===== config.mk =====
export PLATFORM = sky130hd
export DESIGN_NAME = music_sequencer
export DESIGN_NICKNAME = d
export VERILOG_FILES = /design/src/rtl/music_sequencer.sv
export SDC_FILE = /design/constraint.sdc
export NUM_CORES = 1
export LEC_CHECK = 0
export BUFFER_PORTS_ARGS = -buffer_cell sky130_fd_sc_hd__buf_2
export CORE_MARGIN = 1.5
export CORE_UTILIZATION = 59
export CTS_CLUSTER_DIAMETER = 100
export CTS_CLUSTER_SIZE = 25
export DETAILED_ROUTE_END_ITERATION = 8
export GPL_TIMING_DRIVEN = 0
export PLACE_DENSITY = 0.88
export SKIP_LAST_GASP = 1
export SLEW_MARGIN = 20
export SYNTH_ARGS = -nofsm -noshare
export SYNTH_HDL_FRONTEND = slang
export SYNTH_SLANG_ARGS = --single-unit

===== constraint.sdc =====
create_clock -name clk -period 3.2 [get_ports clk]
set_input_delay 0.8 -clock clk [delete_from_list [all_inputs] [get_ports clk]]
set_output_delay 0.8 -clock clk [all_outputs]
set_load 0.01 [all_outputs]

===== src/rtl/music_sequencer.sv =====
// Plays a score from a registered 12-bit ROM as a square-wave tone on a buzzer pin.
// Each ROM word: [11:8] duration in beats (0 = end of score), [7:0] tone divisor (0 = rest).
module music_sequencer #(
  parameter int ADDR_WIDTH  = 8,
  parameter int DATA_WIDTH  = 12,
  parameter int BEAT_CYCLES = 5000000,
  parameter int TONE_SCALE  = 64
) (
  input  logic                  clk,
  input  logic                  rst_i,
  input  logic                  start_i,
  input  logic                  stop_i,
  input  logic                  loop_i,
  output logic [ADDR_WIDTH-1:0] addr_o,
  input  logic [DATA_WIDTH-1:0] data_i,
  output logic                  busy_o,
  output logic                  beep_o,
  output logic [7:0]            note_o,
  output logic                  done_o
);

  localparam int TW = 8 + $clog2(TONE_SCALE);
  localparam int BW = (BEAT_CYCLES > 1) ? $clog2(BEAT_CYCLES) : 1;
  localparam logic [ADDR_WIDTH-1:0] ADDR_LAST   = '1;
  localparam logic [BW-1:0]         BEAT_RELOAD = BW'(BEAT_CYCLES - 1);

  typedef enum logic [1:0] {IDLE, FETCH, LATCH, PLAY} state_t;

  state_t                  state, state_next;
  logic [ADDR_WIDTH-1:0]   addr_next;
  logic [7:0]              note_next;
  logic [3:0]              beats_left, beats_next;
  logic [BW-1:0]           beat_cnt, beat_next;
  logic [TW-1:0]           tone_cnt, tone_next;
  logic                    beep_next, done_next;
  logic [3:0]              duration;

  assign duration = data_i[11:8];
  assign busy_o   = (state != IDLE);

  // A rest never toggles, so its tone counter just idles at zero.
  function automatic logic [TW-1:0] tone_reload(input logic [7:0] n);
    if (n == 8'd0) begin
      return '0;
    end else begin
      return TW'(n) * TW'(TONE_SCALE) - TW'(1);
    end
  endfunction

  always_ff @(posedge clk) begin
    if (rst_i) begin
      state      <= IDLE;
      addr_o     <= '0;
      note_o     <= '0;
      beats_left <= '0;
      beat_cnt   <= '0;
      tone_cnt   <= '0;
      beep_o     <= 1'b0;
      done_o     <= 1'b0;
    end else begin
      state      <= state_next;
      addr_o     <= addr_next;
      note_o     <= note_next;
      beats_left <= beats_next;
      beat_cnt   <= beat_next;
      tone_cnt   <= tone_next;
      beep_o     <= beep_next;
      done_o     <= done_next;
    end
  end

  always_comb begin
    state_next = state;
    addr_next  = addr_o;
    note_next  = note_o;
    beats_next = beats_left;
    beat_next  = beat_cnt;
    tone_next  = tone_cnt;
    beep_next  = beep_o;
    done_next  = 1'b0;

    case (state)
      IDLE: begin
        if (start_i) begin
          state_next = FETCH;
          addr_next  = '0;
        end
      end

      FETCH: state_next = LATCH;

      LATCH: begin
        if (duration == 4'd0) begin
          addr_next = '0;
          if (loop_i) begin
            state_next = FETCH;
          end else begin
            state_next = IDLE;
            done_next  = 1'b1;
            note_next  = '0;
          end
        end else begin
          note_next  = data_i[7:0];
          beats_next = duration;
          beat_next  = BEAT_RELOAD;
          tone_next  = tone_reload(data_i[7:0]);
          beep_next  = 1'b0;
          state_next = PLAY;
        end
      end

      PLAY: begin
        if (tone_cnt == '0) begin
          tone_next = tone_reload(note_o);
          if (note_o != 8'd0) beep_next = ~beep_o;
        end else begin
          tone_next = tone_cnt - TW'(1);
        end

        if (beat_cnt == '0) begin
          beat_next  = BEAT_RELOAD;
          beats_next = beats_left - 4'd1;
          // Last beat of the note: silence the buzzer and move on, wrapping at the top of the ROM.
          if (beats_left == 4'd1) begin
            beep_next = 1'b0;
            if (addr_o != ADDR_LAST) begin
              addr_next  = addr_o + ADDR_WIDTH'(1);
              state_next = FETCH;
            end else begin
              addr_next = '0;
              if (loop_i) begin
                state_next = FETCH;
              end else begin
                state_next = IDLE;
                done_next  = 1'b1;
                note_next  = '0;
              end
            end
          end
        end else begin
          beat_next = beat_cnt - BW'(1);
        end
      end

      default: state_next = IDLE;
    endcase

    if (stop_i) begin
      state_next = IDLE;
      addr_next  = '0;
      note_next  = '0;
      beats_next = '0;
      beat_next  = '0;
      tone_next  = '0;
      beep_next  = 1'b0;
      done_next  = 1'b0;
    end
  end

endmodule


==> summary.md <==
| Metric | Value |
|---|---|
| Die outline area | `6480 µm²` |
| Tightest Pin Transition | `1100 ps` |
| Wire length of the first global-routing pass | `15,600 µm` |
| Total CTS buffers | `9` |
| Area fraction in compound gates after synthesis | `21.6%` |
| Worst clock skew | `8.12 ps` |
| Critical path endpoint category | `flip-flop` |
| Xor/xnor cell area share of the yosys netlist | `8.90%` |
| Run status | `finished clean` |
| Endpoint required time on the critical path | `3430 ps` |
| DRT Pass-1 Iters | `5` |
| Chip Height | `80.5 µm` |
| Top area cells in the synthesized netlist | `sky130_fd_sc_hd__dfxtp_1, sky130_fd_sc_hd__xnor2_1, sky130_fd_sc_hd__a21oi_1, sky130_fd_sc_hd__xor2_1, sky130_fd_sc_hd__nor2_1` |
| Count of pins over their slew limit | `0` |
| Crit path max fanout | `5` |
| Mean Syn Cell Area | `8.15 µm²` |
| PnR Total Power | `0.00189 W` |
| Cell with the most instances after synthesis | `sky130_fd_sc_hd__dfxtp_1` |
| Final count of negative-setup-slack endpoints | `0` |
| Fraction of synthesized area in multiplexers | `1.16%` |
| GP Congestion | `0.935` |
| Top post-synthesis cells by count | `sky130_fd_sc_hd__dfxtp_1, sky130_fd_sc_hd__nor2_1, sky130_fd_sc_hd__a21oi_1, sky130_fd_sc_hd__nand2_1` |
| Met3 WL post-DR | `830 µm` |
| Simple-gate area share of the yosys netlist | `25.8%` |
| Avg WL per Cell | `17.4 µm` |
| # resized after CTS | `0` |
| Number of unique standard cell types used by synthesis | `56` |
| RSZ-0062 raised after global routing | `false` |
| Clock edge transition at the registers on the reported setup and hold paths | `70 ps` |
| Number of placed instances with taps included | `545` |
| Number of flip-flops and latches in the synthesized netlist | `61` |
| Combinational family with the most area after synthesis | `simple AND/OR/NAND/NOR gates` |
| Highest metal layer used by the detailed router | `met4` |
| Remaining design rule violation count | `0` |
| Most area-hungry cell type in the Yosys netlist | `sky130_fd_sc_hd__dfxtp_1` |
| Tightest slew margin relative to the limit | `26.0%` |
| Top Ports | `36` |
| Count of vias placed by the detailed router | `3,696` |
| CP max-delay cell | `sky130_fd_sc_hd__o41ai_1` |
| Final antenna diode count | `0` |
| Most used DFF post-synth | `sky130_fd_sc_hd__dfxtp_1` |
| Leakage power summed over all cells | `1.61 nW` |
| Worst min-delay path class | `reg2reg` |
| Slowest Stage Delay on Critical Path | `910 ps` |
| Cell breakdown of the critical path | `buf_2 > or4_1 > o41ai_1 > nand2_1 > a221oi_1 > nor2_1` |
| Per-cell via count in the routed design | `6.59` |
| CTS Sinks | `61` |
| Post-CTS Setup Repair Bufs | `0` |
| Cell at the root of the clock tree | `sky130_fd_sc_hd__clkbuf_8` |
| Async S/R FF share, synth | `0%` |
| Total congestion overflow | `0` |
| Endpoints failing hold | `0` |
| Growth of design area from synthesis to finish | `14.1%` |
| Row count | `28` |
| Antenna violations before repair | `0` |
| Cts-stage hold buffer count | `0` |
| Max Freq | `341 MHz` |
| Global Route Usage Sum | `31.4%` |
| Routed Antenna Nets | `0` |
| Worst-Skew Late Latency | `350 ps` |
| Synth Area in Adders | `3.88%` |
| Cell family with the largest share of critical-path delay | `compound AO/OA/AOI/OAI gates` |
| Synthesized instance count | `435` |
| Drt total wl | `9750 µm` |
| HPWL after detailed placement | `6850 µm` |
| Fraction of layout instances using a drive strength above 1 | `14.6%` |
| Iteration-0 DRC Markers | `323` |
| Worst VDD drop | `0.339 mV` |
| Non-filler instance count after layout | `561` |
| Areal power density over the cells | `468 nW/µm²` |
| Clock tree from TritonCTS | `yes` |
| Cell area after technology mapping | `3540 µm²` |
| Metal-1 WL | `4010 µm` |
| Die outline width | `80.5 µm` |
| Final period demand of the worst path | `2930 ps` |
| FF-to-FF setup slack | `570 ps` |
| Wire length on met2 | `4650 µm` |
| Share of the clock period used by the worst path | `91.5%` |
| Number of buffer and inverter stages on the critical path | `1` |
| Sort of element at the start of the critical path | `input port` |
| Count of port buffers added during placement | `35` |
| Share of synthesized area occupied by flip-flops and latches | `34.5%` |
| Post-synth net total | `463` |
| Max Root-Sink Buffers | `2` |
| EDFF count, synth | `0` |
| Effective utilization at floorplan | `60.6%` |
| Pin count of the biggest net entering global routing | `11` |
| Data arrival time at the worst-slack endpoint | `3160 ps` |
| Count of nets after finishing | `509` |
| Via count of the first global-routing pass | `3,455` |
| Worst setup path class | `in2reg` |
| Placeable Area | `5850 µm²` |
| Worst-case hold slack | `494 ps` |
| H-tree level count | `3` |
| Synthesis Warnings | `0` |
| Maxcap violations | `0` |
| Final setup TNS | `0 ps` |
| Share of the synthesized area in the top cell type | `34.5%` |
layer usage:
| metal | vias up | track usage [%] |
|---|---|---|
| li1 | 1727 | - |
| met4 | 0 | 16.2 |
| met3 | 34 | 6.36 |
| met1 | 1722 | 39.2 |
| met5 | - | 0 |
| met2 | 213 | 51.0 |
final cells by class:
cell class,count,area [µm²]
clock inverters,4,70.1
flip-flops and latches,61,1220
clock buffers,12,155
well taps,75,93.8
inverters,20,75.1
multi-input cells,335,2180
fillers,459,1810
plain buffers,19,72.6
repair buffers,35,175
path summary, 6_finish.rpt:
check	cells after the start	endpoint	from
worst max-delay path	6	tone_cnt[5]	data_i[5]
worst max register to register	8	beats_left[2]	beat_cnt[0]
worst min-delay path	1	addr_o[7]	addr_o[7]
worst min register to register	1	addr_o[7]	addr_o[7]
report_power, final:
group          switching, W  total (W)  internal [W]
combinational      0.000191   0.000306      0.000115
clock              0.000313   0.000792      0.000479
sequential        0.0000180   0.000793      0.000775
total              0.000523    0.00189       0.00137
placed cells by master (no fill, tap or decap), types with 8 or more instances in the layout:
cell type | netlist | layout
sky130_fd_sc_hd__nor3_1 | 15 | 15
sky130_fd_sc_hd__nor4_1 | 14 | 13
sky130_fd_sc_hd__o21ai_0 | 20 | 20
sky130_fd_sc_hd__inv_1 | 20 | 20
sky130_fd_sc_hd__clkbuf_1 | 18 | 19
sky130_fd_sc_hd__xnor2_1 | 20 | 20
sky130_fd_sc_hd__a21oi_1 | 34 | 34
sky130_fd_sc_hd__nand4_1 | 11 | 11
sky130_fd_sc_hd__nand3_1 | 18 | 18
sky130_fd_sc_hd__clkbuf_8 | 0 | 11
sky130_fd_sc_hd__nand2_1 | 24 | 24
sky130_fd_sc_hd__buf_2 | 1 | 36
sky130_fd_sc_hd__or3_1 | 9 | 9
sky130_fd_sc_hd__dfxtp_1 | 61 | 61
sky130_fd_sc_hd__or4_1 | 9 | 9
sky130_fd_sc_hd__xor2_1 | 16 | 16
sky130_fd_sc_hd__a22o_1 | 8 | 8
sky130_fd_sc_hd__ha_1 | 11 | 11
sky130_fd_sc_hd__nor2_1 | 37 | 37
sky130_fd_sc_hd__a31oi_1 | 12 | 12
registers in the layout, indices dropped and copies added (netlist names):
register	flops
addr_o	8
note_o	8
beats_left	4
beep_o	1
state	2
beat_cnt	23
tone_cnt	14
done_o	1
cells by family after synthesis:
family / count (synthesis)
DFF: 61
AOI/OAI and AO/OA: 116
xor gates and xnor gates: 36
and+or+nand+nor: 168
muxes: 4
buffers and inverters: 39
adders and majority gates: 11
per-stage QoR:
step / utilization [%] / cell area, µm² / setup WS [ps]
global placement: 65.2 / 3810 / -54.1
finish: 69.1 / 4050 / 271
detailed placement: 65.2 / 3810 / -138
CTS: 69.0 / 4040 / 217
global route: 69.1 / 4050 / 117
floorplan: - / 3540 / 641
Note: power is estimated with default switching activity, not from simulation.
